<file path="config.mk">
export PLATFORM = sky130hd
export DESIGN_NAME = memory_port_arbiter
export DESIGN_NICKNAME = d
export VERILOG_FILES = /design/src/rtl/mem_arb_pkg.sv /design/src/rtl/mem_arb_starve_counter.sv /design/src/rtl/memory_port_arbiter.sv
export SDC_FILE = /design/constraint.sdc
export NUM_CORES = 1
export LEC_CHECK = 0
export ABC_AREA = 1
export CORE_MARGIN = 2
export CORE_UTILIZATION = 28
export CTS_CLUSTER_DIAMETER = 40
export DETAILED_ROUTE_END_ITERATION = 12
export PLACE_DENSITY = 0.6
export SLEW_MARGIN = 20
export SYNTH_ARGS = -nofsm -noshare
export SYNTH_HDL_FRONTEND = slang
export SYNTH_SLANG_ARGS = --single-unit
</file>
<file path="constraint.sdc">
create_clock -name clk -period 6.4 [get_ports clk]
set_input_delay 0.96 -clock clk [delete_from_list [all_inputs] [get_ports clk]]
set_output_delay 0.96 -clock clk [all_outputs]
set_load 0.05 [all_outputs]
</file>
<file path="src/rtl/mem_arb_pkg.sv">
// Shared types for the memory port arbiter: FSM states, grant choice and the latched request.
// The latched-request struct is sized by MEM_ADDR_W/MEM_DATA_W, which the top uses as its defaults.
package mem_arb_pkg;

    localparam int MEM_ADDR_W = 32;
    localparam int MEM_DATA_W = 32;
    localparam int MEM_BE_W   = MEM_DATA_W / 8;

    typedef enum logic [2:0] {
        S_IDLE,
        S_GRANT_INS,
        S_GRANT_DATA,
        S_DONE_INS,
        S_DONE_DATA
    } arb_state_t;

    typedef enum logic [1:0] {
        GRANT_NONE,
        GRANT_INS,
        GRANT_DATA
    } arb_grant_t;

    typedef struct packed {
        logic                  we;
        logic [MEM_ADDR_W-1:0] addr;
        logic [MEM_DATA_W-1:0] wdata;
        logic [MEM_BE_W-1:0]   be;
    } mem_txn_t;

    // Data is favoured unless fetch has been starved past the limit.
    function automatic arb_grant_t pick_grant(input logic data_req,
                                              input logic ins_req,
                                              input logic starved);
        if (ins_req && starved) return GRANT_INS;
        if (data_req)           return GRANT_DATA;
        if (ins_req)            return GRANT_INS;
        return GRANT_NONE;
    endfunction

endpackage

</file>
<file path="src/rtl/mem_arb_starve_counter.sv">
// Counts data grants taken while fetch is waiting; flags starvation at STARVE_LIMIT.
// Saturates at the limit and clears whenever fetch is granted.
module mem_arb_starve_counter
    import mem_arb_pkg::*;
#(
    parameter int STARVE_LIMIT = 4
) (
    input  logic clk,
    input  logic reset,
    input  logic data_grant,
    input  logic ins_grant,
    input  logic ins_req,
    output logic starved
);

    localparam int CNT_W = $clog2(STARVE_LIMIT + 1);
    localparam logic [CNT_W-1:0] LIMIT = CNT_W'(STARVE_LIMIT);

    logic [CNT_W-1:0] count;

    always_ff @(posedge clk or posedge reset) begin
        if (reset) begin
            count <= '0;
        end else if (ins_grant) begin
            count <= '0;
        end else if (data_grant && ins_req && (count != LIMIT)) begin
            count <= count + 1'b1;
        end
    end

    assign starved = (count == LIMIT);

endmodule

</file>
<file path="src/rtl/memory_port_arbiter.sv">
// Shares one single-ported memory between the fetch port and the data port, one transaction in flight.
// Define MEM_ARB_FAIRNESS_EN to grant fetch after STARVE_LIMIT consecutive data grants made while it waited.
module memory_port_arbiter
    import mem_arb_pkg::*;
#(
    parameter int ADDR_W       = MEM_ADDR_W,
    parameter int DATA_W       = MEM_DATA_W,
    parameter int STARVE_LIMIT = 4
) (
    input  logic                clk,
    input  logic                reset,
    input  logic                ins_req,
    input  logic [ADDR_W-1:0]   ins_addr,
    output logic [DATA_W-1:0]   ins_rdata,
    output logic                ins_busy,
    input  logic                data_req,
    input  logic                data_we,
    input  logic [ADDR_W-1:0]   data_addr,
    input  logic [DATA_W-1:0]   data_wdata,
    input  logic [DATA_W/8-1:0] data_be,
    output logic [DATA_W-1:0]   data_rdata,
    output logic                data_busy,
    output logic                mem_req,
    output logic                mem_we,
    output logic [ADDR_W-1:0]   mem_addr,
    output logic [DATA_W-1:0]   mem_wdata,
    output logic [DATA_W/8-1:0] mem_be,
    input  logic [DATA_W-1:0]   mem_rdata,
    input  logic                mem_ready
);

    arb_state_t state;
    arb_grant_t grant;
    mem_txn_t   txn;
    logic       starved;

`ifdef MEM_ARB_FAIRNESS_EN
    mem_arb_starve_counter #(
        .STARVE_LIMIT(STARVE_LIMIT)
    ) u_starve_counter (
        .clk        (clk),
        .reset      (reset),
        .data_grant ((state == S_IDLE) && (grant == GRANT_DATA)),
        .ins_grant  ((state == S_IDLE) && (grant == GRANT_INS)),
        .ins_req    (ins_req),
        .starved    (starved)
    );
`else
    // Strict data priority: STARVE_LIMIT has no effect in this build.
    assign starved = 1'b0;
`endif

    assign grant = pick_grant(data_req, ins_req, starved);

    // NOTE: every register here, including the latched request and read data, is async-reset so an
    // aborted transaction leaves no stale address or data on the memory bus.
    always_ff @(posedge clk or posedge reset) begin
        if (reset) begin
            state      <= S_IDLE;
            txn        <= '0;
            mem_req    <= 1'b0;
            mem_we     <= 1'b0;
            ins_rdata  <= '0;
            data_rdata <= '0;
        end else begin
            case (state)
                S_IDLE: begin
                    case (grant)
                        GRANT_DATA: begin
                            txn     <= '{we: data_we, addr: data_addr, wdata: data_wdata, be: data_be};
                            mem_req <= 1'b1;
                            mem_we  <= data_we;
                            state   <= S_GRANT_DATA;
                        end
                        GRANT_INS: begin
                            txn     <= '{we: 1'b0, addr: ins_addr, wdata: '0, be: '1};
                            mem_req <= 1'b1;
                            mem_we  <= 1'b0;
                            state   <= S_GRANT_INS;
                        end
                        default: state <= S_IDLE;
                    endcase
                end
                S_GRANT_INS: begin
                    if (mem_ready) begin
                        ins_rdata <= mem_rdata;
                        mem_req   <= 1'b0;
                        state     <= S_DONE_INS;
                    end
                end
                S_GRANT_DATA: begin
                    if (mem_ready) begin
                        if (!txn.we) begin
                            data_rdata <= mem_rdata;
                        end
                        mem_req <= 1'b0;
                        mem_we  <= 1'b0;
                        state   <= S_DONE_DATA;
                    end
                end
                S_DONE_INS, S_DONE_DATA: state <= S_IDLE;
                default:                 state <= S_IDLE;
            endcase
        end
    end

    assign mem_addr  = txn.addr;
    assign mem_wdata = txn.wdata;
    assign mem_be    = txn.be;

    // Busy drops only for the single DONE cycle of the requester's own transaction.
    assign ins_busy  = ins_req  && (state != S_DONE_INS);
    assign data_busy = data_req && (state != S_DONE_DATA);

endmodule

</file>
# Word-level counts from Yosys, hierarchy flattened
# Index checks and enable logic that the tools add are counted.
# classes
bitwise	1
eq_ne	11
n_reduce_logical	14
n_mux	17
# op_table
operator	count
$pmux 69 s2	1
$pmux 3 s3	1
$reduce_and 3->1	3
$mux 2	4
$mux 3	2
$ne 2x2->1 const B	3
$pmux 1 s2	3
$reduce_and 2->1	3
$reduce_bool 2->1	3
$mux 1	5
$pmux 2 s2	1
$reduce_or 2->1	2
$eq 3x1->1 const B	1
$eq 3x2->1 const B	1
$logic_not 3->1	1
$ne 3x1->1 const B	1
$ne 3x2->1 const B	1
$ne 3x3->1 const B	1
$eq 2x1->1 const B	1
$eq 2x2->1 const B	1
$logic_and 1x1->1	2
$ne 2x1->1 const B	1
$not 1->1	1
# word_totals
output_inout_bits	136
register_bits	138

# Longest topological paths before layout
# Gate-level depths: netlist of run 1.
# depth
depth_word	8
depth_mapped	9
depth_no_buf	7

# Worst setup path after synthesis of run 1
# No wires, ideal clock.
# synth_timing
kind	input port to output port
from	input port data_req
to	output port data_busy
arrival_ns	2.099
path_stages	1
path_slack_ns	3.341
t_required_ns	5.440
cell_sequence	a21boi_0
# synth_between
elab_chain_cells	1
# synth_rtl
item	line_no	text
start, declared	memory_port_arbiter.sv:16	input logic data_req,
$logic_and 1x1->1	memory_port_arbiter.sv:113	assign data_busy = data_req && (state != S_DONE_DATA);
end, declared	memory_port_arbiter.sv:22	output logic data_busy,
# Every way passes these cells.

# Worst setup path in the final report of run 1
# Ends and elaborated chain as after synthesis.

==> reports/metrics.cfg, run 1 <==
[die]
io_pins = 274
floorplan.initialDensity = 0.284
die_w_um = 153
fp.dieH_um = 153
num_rows = 54
dieArea_sq_um = 23300
core_region_area_sq_um = 21800

[placement]
hpwl_um = 12200
port-buffer-count = 273
place_congestion = 0.767

[sta]
max_freq_mhz = 270
worstMarginPinSlew_ns = 0.924
relSlewSlack = 0.383
setup_viol = 0
rsz0062_at_grt = false
period_share = 0.578
skew_ns = 0.0100
totalNegativeSetupSlack_ns = 0
min_period_ns = 3.70
hold_violations = 0
slew_viol_final = 0

[synth]
ys_seq_area_frac = 0.558
synth_top_cell_area_share = 0.558
postSynthCellCount = 743
synth_top_area_cell = dfrtp_1
avgSynthCellArea_sq_um = 8.33
synth_common_cells = nand2_1 (377), dfrtp_1 (138), buf_4 (68), o21ai_1 (65), inv_1 (35)
synthTopCellsByArea = dfrtp_1 (56%), nand2_1 (23%), buf_4 (8.3%), o21ai_1 (5.3%), buf_2 (2.3%)
async_flop_share = 1.00
ys_types = 18
syn-cell-area_sq_um = 6190
synth-edff-count = 0
ys.flop_type = dfrtp_1
yosys_warnings = 0
ys_ff_latch = 138
syn_nets = 881
synthMostInstantiatedCell = nand2_1

[setup_path]
cp.arrival_ns = 2.74
critPathLaunchType = input port
path_delay_family = buffers and inverters
cp-end-kind = primary output
path_max_fanout = 4
crit_buf_inv = 2
worstPathCellList = clkdlybuf4s50_1 -> a21boi_0 -> clkdlybuf4s50_1
cp.required_ns = 5.44
critPathSlowestCell = clkdlybuf4s50_1
worstSetupPathType = in2out
path_common_cell = clkdlybuf4s50_1
cpPeakStageDelay_ns = 0.88

[layout]
nets = 1077
fillerInstances = 2197
area_growth_pct = 48.5
drive_gt1_frac = 0.0557
fin_util = 0.422

[pwr]
ir_drop_v = 0.000367
powerDensity_nw_per_um2 = 596
leakage_nw = 4.49

[cts]
clockBufferDepth = 2
ctsHoldBuffers = 0
htreeDepth = 4
clk_latency_ns = 0.41
cts_sinks = 138
cts_made_buffers = 17
root_buffer = clkbuf_16
cts_resized = 0
cts_setup_buffers = 0
cts.clk_slew.worst_paths_ns = 0.06
tritoncts = yes

[global_route]
grt.overflow.total = 0
track_usage = 0.155
grt_pass1_vias = 5147
antenna_found_initial = 1
grt_max_degree = 93
grt_pass1_wl_um = 28800

[flow_run]
maxCapViolCount = 0

[drt]
totalWireLength_um = 17900
dr.first_iter.drc_count = 217
drt_pass1_iterations = 4
ant_nets = 0
num_vias = 5113
viasPerCell = 4.15
drc = 0
avgRoutedWirePerCell_um = 14.5

[outcome]
status = finished clean

[worst_hold_path]
hold_class = reg2reg

## tightest hold or removal path, delay by kind of cell (launching register included)
| family | cells | cell delay, ns |
|---|---|---|
| flip-flops | 1 | 0.34 |
| AND/OR/NAND/NOR | 2 | 0.10 |
## state kept, by name (all words and copies together), names as in the netlist
signal,count
state,3
mem_be,4
ins_rdata,32
mem_addr,32
mem_wdata,32
data_rdata,32
txn,1
mem_req,1
mem_we,1
## cell usage in the layout, fill, tap and decap left out, types with 3 or more instances in the layout
cell and instances:
nor2_1 4, o21ai_1 65, inv_6 7, clkdlybuf4s50_1 273
nand3_1 3, nand2_1 376, dfrtp_1 138, inv_1 34
nand2_2 3, clkbuf_16 17, clkinvlp_4 3, inv_2 7
buf_4 4, o21ai_0 4
## cell families (layout without fill, tap and decap cells)
kind of cell / Yosys count / after routing / share of synthesized area
AOI/OAI and AO/OA: 71 / 71 / 0.0580
buffers and inverters: 142 / 351 / 0.138
DFF: 138 / 138 / 0.558
other: 0 / 1 / 0
and+or+nand+nor: 392 / 392 / 0.246
## path summary, 6_finish.rpt
check	start	to	slack, ns	cells after the start
setup / recovery	data_req	data_busy	2.70	3
max in group asynchronous	reset	data_rdata[1]$_DFFE_PP0P_	4.10	3
setup reg to reg	state[0]$_DFFE_PP0P_	mem_be[0]$_DFFE_PP0P_	4.47	5
min in group asynchronous	reset	mem_wdata[24]$_DFFE_PP0P_	1.10	2
hold / removal	mem_wdata[15]$_DFFE_PP0P_	mem_wdata[15]$_DFFE_PP0P_	0.48	2
hold reg to reg	mem_wdata[15]$_DFFE_PP0P_	mem_wdata[15]$_DFFE_PP0P_	0.48	2
## report_power, final
part	internal, W	switching [W]	total [W]
clock	0.000555	0.000417	0.000972
sequential	0.00127	0.000219	0.00149
combinational	0.000937	0.00208	0.00302
## stage by stage
| stage | setup slack [ns] | instance area, sq um | power (W) | hold WS, ns | instances |
|---|---|---|---|---|---|
| floorplan | 1.74 | 6190 | 0.00377 | 0.450 | 743 |
| CTS | 2.68 | 9190 | 0.00555 | 0.481 | 1232 |
| global placement | 2.71 | 8610 | 0.00453 | 0.461 | 1200 |
| finish | 2.70 | 9190 | 0.00548 | 0.478 | 1233 |
| detailed placement | 2.69 | 8610 | 0.00454 | 0.464 | 1200 |
| global route | 2.68 | 9190 | 0.00580 | 0.494 | 1233 |
## cell type report
class / instances / area [sq um] / share of cell area
multi-input cells: 463 / 1880 / 0.205
clock inverters: 14 / 135 / 0.0147
well taps: 280 / 350 / 0.0381
diodes: 1 / 2.50 / 0.000272
flip-flops and latches: 138 / 3450 / 0.376
clock buffers: 18 / 439 / 0.0478
repair buffers: 277 / 2760 / 0.301
inverters: 42 / 163 / 0.0177
## routing by layer
layer	wire, um	global-route usage	vias to the layer above
met4	148	0.0379	0
met3	2090	0.0828	7
met5	0	0	-
met1	8000	0.199	2310
met2	7620	0.230	211
li1	-	-	2585
Note: power is estimated with default switching activity, not from simulation.
==> inputs of run 2 (changes only) <==
--- a/config.mk
+++ b/config.mk
@@ -10,7 +10,7 @@
 export CORE_UTILIZATION = 28
 export CTS_CLUSTER_DIAMETER = 40
 export DETAILED_ROUTE_END_ITERATION = 12
-export PLACE_DENSITY = 0.6
+export PLACE_DENSITY = 0.63
 export SLEW_MARGIN = 20
 export SYNTH_ARGS = -nofsm -noshare
 export SYNTH_HDL_FRONTEND = slang
==> constraint.sdc (replaced) <==
create_clock -name clk -period 3.3 [get_ports clk]
set_input_delay 0.495 -clock clk [delete_from_list [all_inputs] [get_ports clk]]
set_output_delay 0.495 -clock clk [all_outputs]
set_load 0.05 [all_outputs]
==> reports/metrics.cfg, run 2 (same netlist as run 1, synthesis figures left out) <==
[outcome]
status = finished clean

[sta]
worstMarginPinSlew_ns = 0.853  ; -0.0708 ns
skew_ns = 0.0113  ; +0.00128 ns
max_freq_mhz = 351
slew_viol_final = 0  ; unchanged
rsz0062_at_grt = false
period_share = 0.863
min_period_ns = 2.85
setup_slack_ns = 0.452  ; -2.25 ns
relSlewSlack = 0.430  ; +0.0473
setup_viol = 0  ; unchanged
hold_violations = 0  ; unchanged
totalNegativeSetupSlack_ns = 0  ; unchanged
timing.hold.ws_ns = 0.459  ; -0.0189 ns

[die]
dieArea_sq_um = 23300  ; unchanged
die_w_um = 153  ; unchanged
io_pins = 274  ; unchanged
num_rows = 54  ; unchanged
core_region_area_sq_um = 21800  ; unchanged
fp.dieH_um = 153  ; unchanged
floorplan.initialDensity = 0.284  ; unchanged

[pwr]
pwr-share-comb = 0.548  ; -0.003
powerDensity_nw_per_um2 = 1150  ; +94%
power.total_w = 0.0107  ; +96%
p_sw_w = 0.00532  ; +95%
ir_drop_v = 0.000576  ; +57%
clock_power_share = 0.182  ; +0.005
leakage_nw = 4.54  ; +1.1%
intPower_w = 0.00540  ; +96%
p_sw_frac = 0.496  ; about the same
seq_power_share = 0.270  ; about the same

[global_route]
grt_pass1_wl_um = 28100  ; -2.3%
track_usage = 0.151  ; -0.00405
grt.overflow.total = 0  ; unchanged
grt_pass1_vias = 5159  ; +0.23%
antenna_found_initial = 0  ; -1
grt_max_degree = 83  ; -11%

[drt]
drc = 0  ; unchanged
avgRoutedWirePerCell_um = 13.9  ; -3.7%
viasPerCell = 4.18  ; +0.77%
top_layer = met4
wl_met1_um = 7570  ; -5.3%
route.met3.wl_um = 1830  ; -13%
dr.first_iter.drc_count = 234  ; +7.8%
wl_met2_um = 7510  ; -1.4%
num_vias = 5169  ; +1.1%
totalWireLength_um = 17300  ; -3.4%
drt_pass1_iterations = 5  ; +1
ant_nets = 0  ; unchanged

[setup_path]
cpPeakStageDelay_ns = 0.88  ; about the same
worstSetupPathType = in2out
r2r-start = state[0]$_DFFE_PP0P_
path_max_fanout = 4  ; unchanged
cp.arrival_ns = 2.35  ; -0.39 ns
reg2reg_to = mem_be[2]$_DFFE_PP0P_
path_common_cell = clkdlybuf4s50_1
cp-end-kind = primary output
path_delay_family = buffers and inverters
critPathSlowestCell = clkdlybuf4s50_1
worstPathCellList = clkdlybuf4s50_1 -> a21boi_0 -> clkdlybuf4s50_1
regToRegSetupSlack_ns = 1.36  ; -3.11 ns
cp.required_ns = 2.80  ; -2.64 ns
rr_worst_depth = 5  ; unchanged
crit_buf_inv = 2  ; unchanged
critPathLaunchType = input port

[worst_hold_path]
hold_class = in2async

[placement]
hpwl_um = 12300  ; +0.89%
pre_cts_ws_ns = 0.509  ; -2.18 ns
port-buffer-count = 273  ; unchanged
place_congestion = 0.815  ; +6.3%

[layout]
final_common_cell = nand2_1
final_cell_mix = nand2_1 (376), clkdlybuf4s50_1 (273), dfrtp_1 (138), o21ai_1 (65), inv_1 (34)
area_growth_pct = 50.0
fin_util = 0.427  ; +0.00414
antenna_cells = 0  ; -1
nets = 1082  ; +0.46%
drive_gt1_frac = 0.0606  ; +0.00493
fillerInstances = 2199  ; +0.091%

[cts]
clockBufferDepth = 2  ; unchanged
root_buffer = clkbuf_16
clk_latency_ns = 0.42  ; about the same
cts_setup_buffers = 0  ; unchanged
tritoncts = yes
ctsHoldBuffers = 0  ; unchanged
cts_made_buffers = 17  ; unchanged
cts.clk_slew.worst_paths_ns = 0.07  ; about the same
htreeDepth = 4  ; unchanged
cts_sinks = 138  ; unchanged
cts_resized = 0  ; unchanged

[flow_run]
maxCapViolCount = 0  ; unchanged

run 2: cell count changes in the layout (fill, tap and decap cells not counted):
cell / change
buf_12: +2
buf_4: +3
clkbuf_8: -1
clkinv_2: -2
clkinv_4: +3
clkinv_8: +2
clkinvlp_4: -2
diode_2: -1
inv_6: -4
inv_8: +4
run 2: per-stage QoR:
step / std cells / cell area, sq um
6_report: 1237 / 9280
5_1_grt: 1237 / 9280
4_1_cts: 1237 / 9280
3_5_place_dp: 1205 / 8670
3_3_place_gp: 1205 / 8670
2_1_floorplan: 743 / 6190
run 2: final cells by class:
cell class / instances / area (sq um) / share of cell area
Sequential cell: 138 / 3450 / 0.372
Clock inverter: 15 / 180 / 0.0194
Inverter: 42 / 161 / 0.0174
Tap cell: 280 / 350 / 0.0378
Timing Repair Buffer: 282 / 2830 / 0.304
Multi-Input combinational cell: 463 / 1880 / 0.203
Clock buffer: 17 / 425 / 0.0458
run 2: routing by layer:
metal,up-vias,GRT usage
met3,21,0.0705
met4,0,0.0551
met5,-,0
li1,2606,-
met2,215,0.230
met1,2327,0.188
run 2: worst max-delay path by stage:
stage	startpoint	end	slack (ns)	cells past startpoint
after floorplan	reset	data_rdata[0]$_DFFE_PP0P_	1.08	1
after global placement	data_req	data_busy	0.55	3
after detailed placement	data_req	data_busy	0.51	3
after CTS	data_req	data_busy	0.51	3
after global routing	state[0]$_DFFE_PP0P_	data_busy	0.44	3
final	data_req	data_busy	0.45	3
run 2: power groups by stage:
stage               Combinational, W  Sequential (W)  Clock [W]
detailed placement           0.00593         0.00290          0
finish                       0.00587         0.00289    0.00195
floorplan                    0.00322         0.00409          0
global route                 0.00626         0.00300    0.00210
CTS                          0.00594         0.00289    0.00202
global placement             0.00590         0.00288          0
==> inputs of run 3 (changes only) <==
--- a/config.mk
+++ b/config.mk
@@ -6,7 +6,7 @@
 export NUM_CORES = 1
 export LEC_CHECK = 0
 export ABC_AREA = 1
-export CORE_MARGIN = 2
+export CORE_MARGIN = 8
 export CORE_UTILIZATION = 28
 export CTS_CLUSTER_DIAMETER = 40
 export DETAILED_ROUTE_END_ITERATION = 12
==> reports/metrics.cfg, run 3 (same netlist as run 1, synthesis figures left out) <==
[pwr]
power.total_w = 0.0106  ; -0.70%
intPower_w = 0.00535  ; -0.87%
leakage_nw = 4.50  ; -0.88%
p_sw_w = 0.00529  ; -0.52%
p_sw_frac = 0.497  ; +0.000873
clock_power_share = 0.174  ; -0.008
pwr-share-comb = 0.555  ; +0.007
ir_drop_v = 0.000608  ; +5.5%
powerDensity_nw_per_um2 = 1150  ; -0.10%
seq_power_share = 0.271  ; about the same

[placement]
placed_cells = 1203  ; -0.17%
hpwl_um = 13700  ; +12%
port-buffer-count = 273  ; unchanged
place_congestion = 0.741  ; -9.0%

[sta]
timing.hold.ws_ns = 0.473  ; +0.0143 ns
setup_viol = 0  ; unchanged
worstMarginPinSlew_ns = 0.851  ; -0.00209 ns
period_share = 0.810  ; -0.0527
max_freq_mhz = 374  ; +6.5%
skew_ns = 0.0136  ; +0.00230 ns
slew_viol_final = 0  ; unchanged
rsz0062_at_grt = false
totalNegativeSetupSlack_ns = 0  ; unchanged
hold_violations = 0  ; unchanged
min_period_ns = 2.67  ; -0.174 ns
relSlewSlack = 0.431  ; +0.00139

[setup_path]
cp.required_ns = 2.80  ; about the same
critPathLaunchType = input port
cp.arrival_ns = 2.18  ; -0.17 ns
cp-end-kind = primary output
rr_worst_depth = 5  ; unchanged
worstSetupPathType = in2out
path_max_fanout = 2  ; -2

[layout]
final_cell_mix = nand2_1 (376), clkdlybuf4s50_1 (273), dfrtp_1 (138), o21ai_1 (65), inv_1 (34)
fin_cells = 1234  ; -0.24%
area_growth_pct = 49.1
fillerInstances = 2166  ; -1.5%
nets = 1080  ; -0.18%
final_common_cell = nand2_1
drive_gt1_frac = 0.0577  ; -0.00295
antenna_cells = 0  ; unchanged

[cts]
cts.clk_slew.worst_paths_ns = 0.06  ; about the same
ctsHoldBuffers = 0  ; unchanged
cts_setup_buffers = 0  ; unchanged
tritoncts = yes
htreeDepth = 4  ; unchanged
cts_sinks = 138  ; unchanged
cts_resized = 0  ; unchanged
clk_latency_ns = 0.42  ; about the same
cts_made_buffers = 17  ; unchanged
clockBufferDepth = 2  ; unchanged
root_buffer = clkbuf_16

[drt]
dr.first_iter.drc_count = 260  ; +11%
totalWireLength_um = 18900  ; +9.7%
num_vias = 5067  ; -2.0%
avgRoutedWirePerCell_um = 15.3  ; +10%
drt_pass1_iterations = 5  ; unchanged
ant_nets = 0  ; unchanged
viasPerCell = 4.11  ; -1.7%
drc = 0  ; unchanged

[global_route]
grt_max_degree = 80  ; -3.6%
track_usage = 0.138  ; -0.0127
grt.overflow.total = 0  ; unchanged
grt_pass1_vias = 5189  ; +0.58%
grt_pass1_wl_um = 29200  ; +4.0%
antenna_found_initial = 0  ; unchanged

[die]
num_rows = 54  ; unchanged
die_w_um = 165  ; +7.9%
floorplan.initialDensity = 0.284  ; unchanged
io_pins = 274  ; unchanged
core_region_area_sq_um = 21800  ; unchanged
dieArea_sq_um = 27100  ; +16%
fp.dieH_um = 165  ; +7.9%

[worst_hold_path]
whs_path_depth = 2
hold_class = reg2reg

[outcome]
status = finished clean

[flow_run]
maxCapViolCount = 0  ; unchanged

-- run 3: cell count changes in the layout (fill, tap and decap cells not counted) --
cell | before | now
clkinvlp_4 | 1 | 5
inv_8 | 5 | 2
buf_4 | 7 | 5
clkinv_4 | 4 | 2
clkinv_8 | 2 | 0
clkinv_2 | 0 | 1
inv_6 | 3 | 4
-- run 3: power groups by stage --
stage / combinational (W) / clock (W) / sequential, W
6_report: 0.00590 / 0.00185 / 0.00288
3_3_place_gp: 0.00596 / 0 / 0.00288
3_5_place_dp: 0.00598 / 0 / 0.00290
5_1_grt: 0.00630 / 0.00199 / 0.00298
4_1_cts: 0.00600 / 0.00191 / 0.00289
2_1_floorplan: 0.00322 / 0 / 0.00409
-- run 3: area by class of cell --
cell class	instances	area [sq um]	area share
clock inverters	14	140	0.0152
inverters	42	161	0.0175
well taps	280	350	0.0380
multi-input cells	463	1880	0.204
flip-flops and latches	138	3450	0.374
repair buffers	280	2810	0.305
clock buffers	17	425	0.0461
-- run 3: routing by layer --
metal | part of all wire | up-vias | wire [um] | track usage
li1 | - | 2602 | - | -
met3 | 0.15 | 8 | 2860 | 0.0828
met5 | 0 | - | 0 | 0
met4 | 0.0080 | 0 | 151 | 0.0381
met2 | 0.41 | 214 | 7780 | 0.199
met1 | 0.43 | 2243 | 8130 | 0.171
-- run 3: worst paths after layout --
check / startpoint / endpoint / slack, ns
setup / recovery: ins_req / ins_busy / 0.63
hold / removal: mem_req$_DFFE_PP0P_ / mem_req$_DFFE_PP0P_ / 0.47
setup reg to reg: state[0]$_DFFE_PP0P_ / mem_be[3]$_DFFE_PP0P_ / 1.43
hold reg to reg: mem_req$_DFFE_PP0P_ / mem_req$_DFFE_PP0P_ / 0.47
max in group asynchronous: reset / mem_addr[2]$_DFFE_PP0P_ / 2.07
min in group asynchronous: reset / ins_rdata[9]$_DFFE_PP0P_ / 0.55
-- run 3: per-stage QoR --
step / utilization / instance area, sq um / setup WS, ns
6_report: 0.424 / 9220 / 0.626
3_5_place_dp: 0.398 / 8660 / 0.626
4_1_cts: 0.424 / 9220 / 0.610
5_1_grt: 0.424 / 9220 / 0.538
2_1_floorplan: - / 6190 / 1.08
3_3_place_gp: 0.398 / 8660 / 0.678
-- run 3: critical path: stages --
cell and delay [ns]:
clkdlybuf4s50_1 0.52, inv_2 0.07, a31oi_1 0.23, clkdlybuf4s50_1 0.86
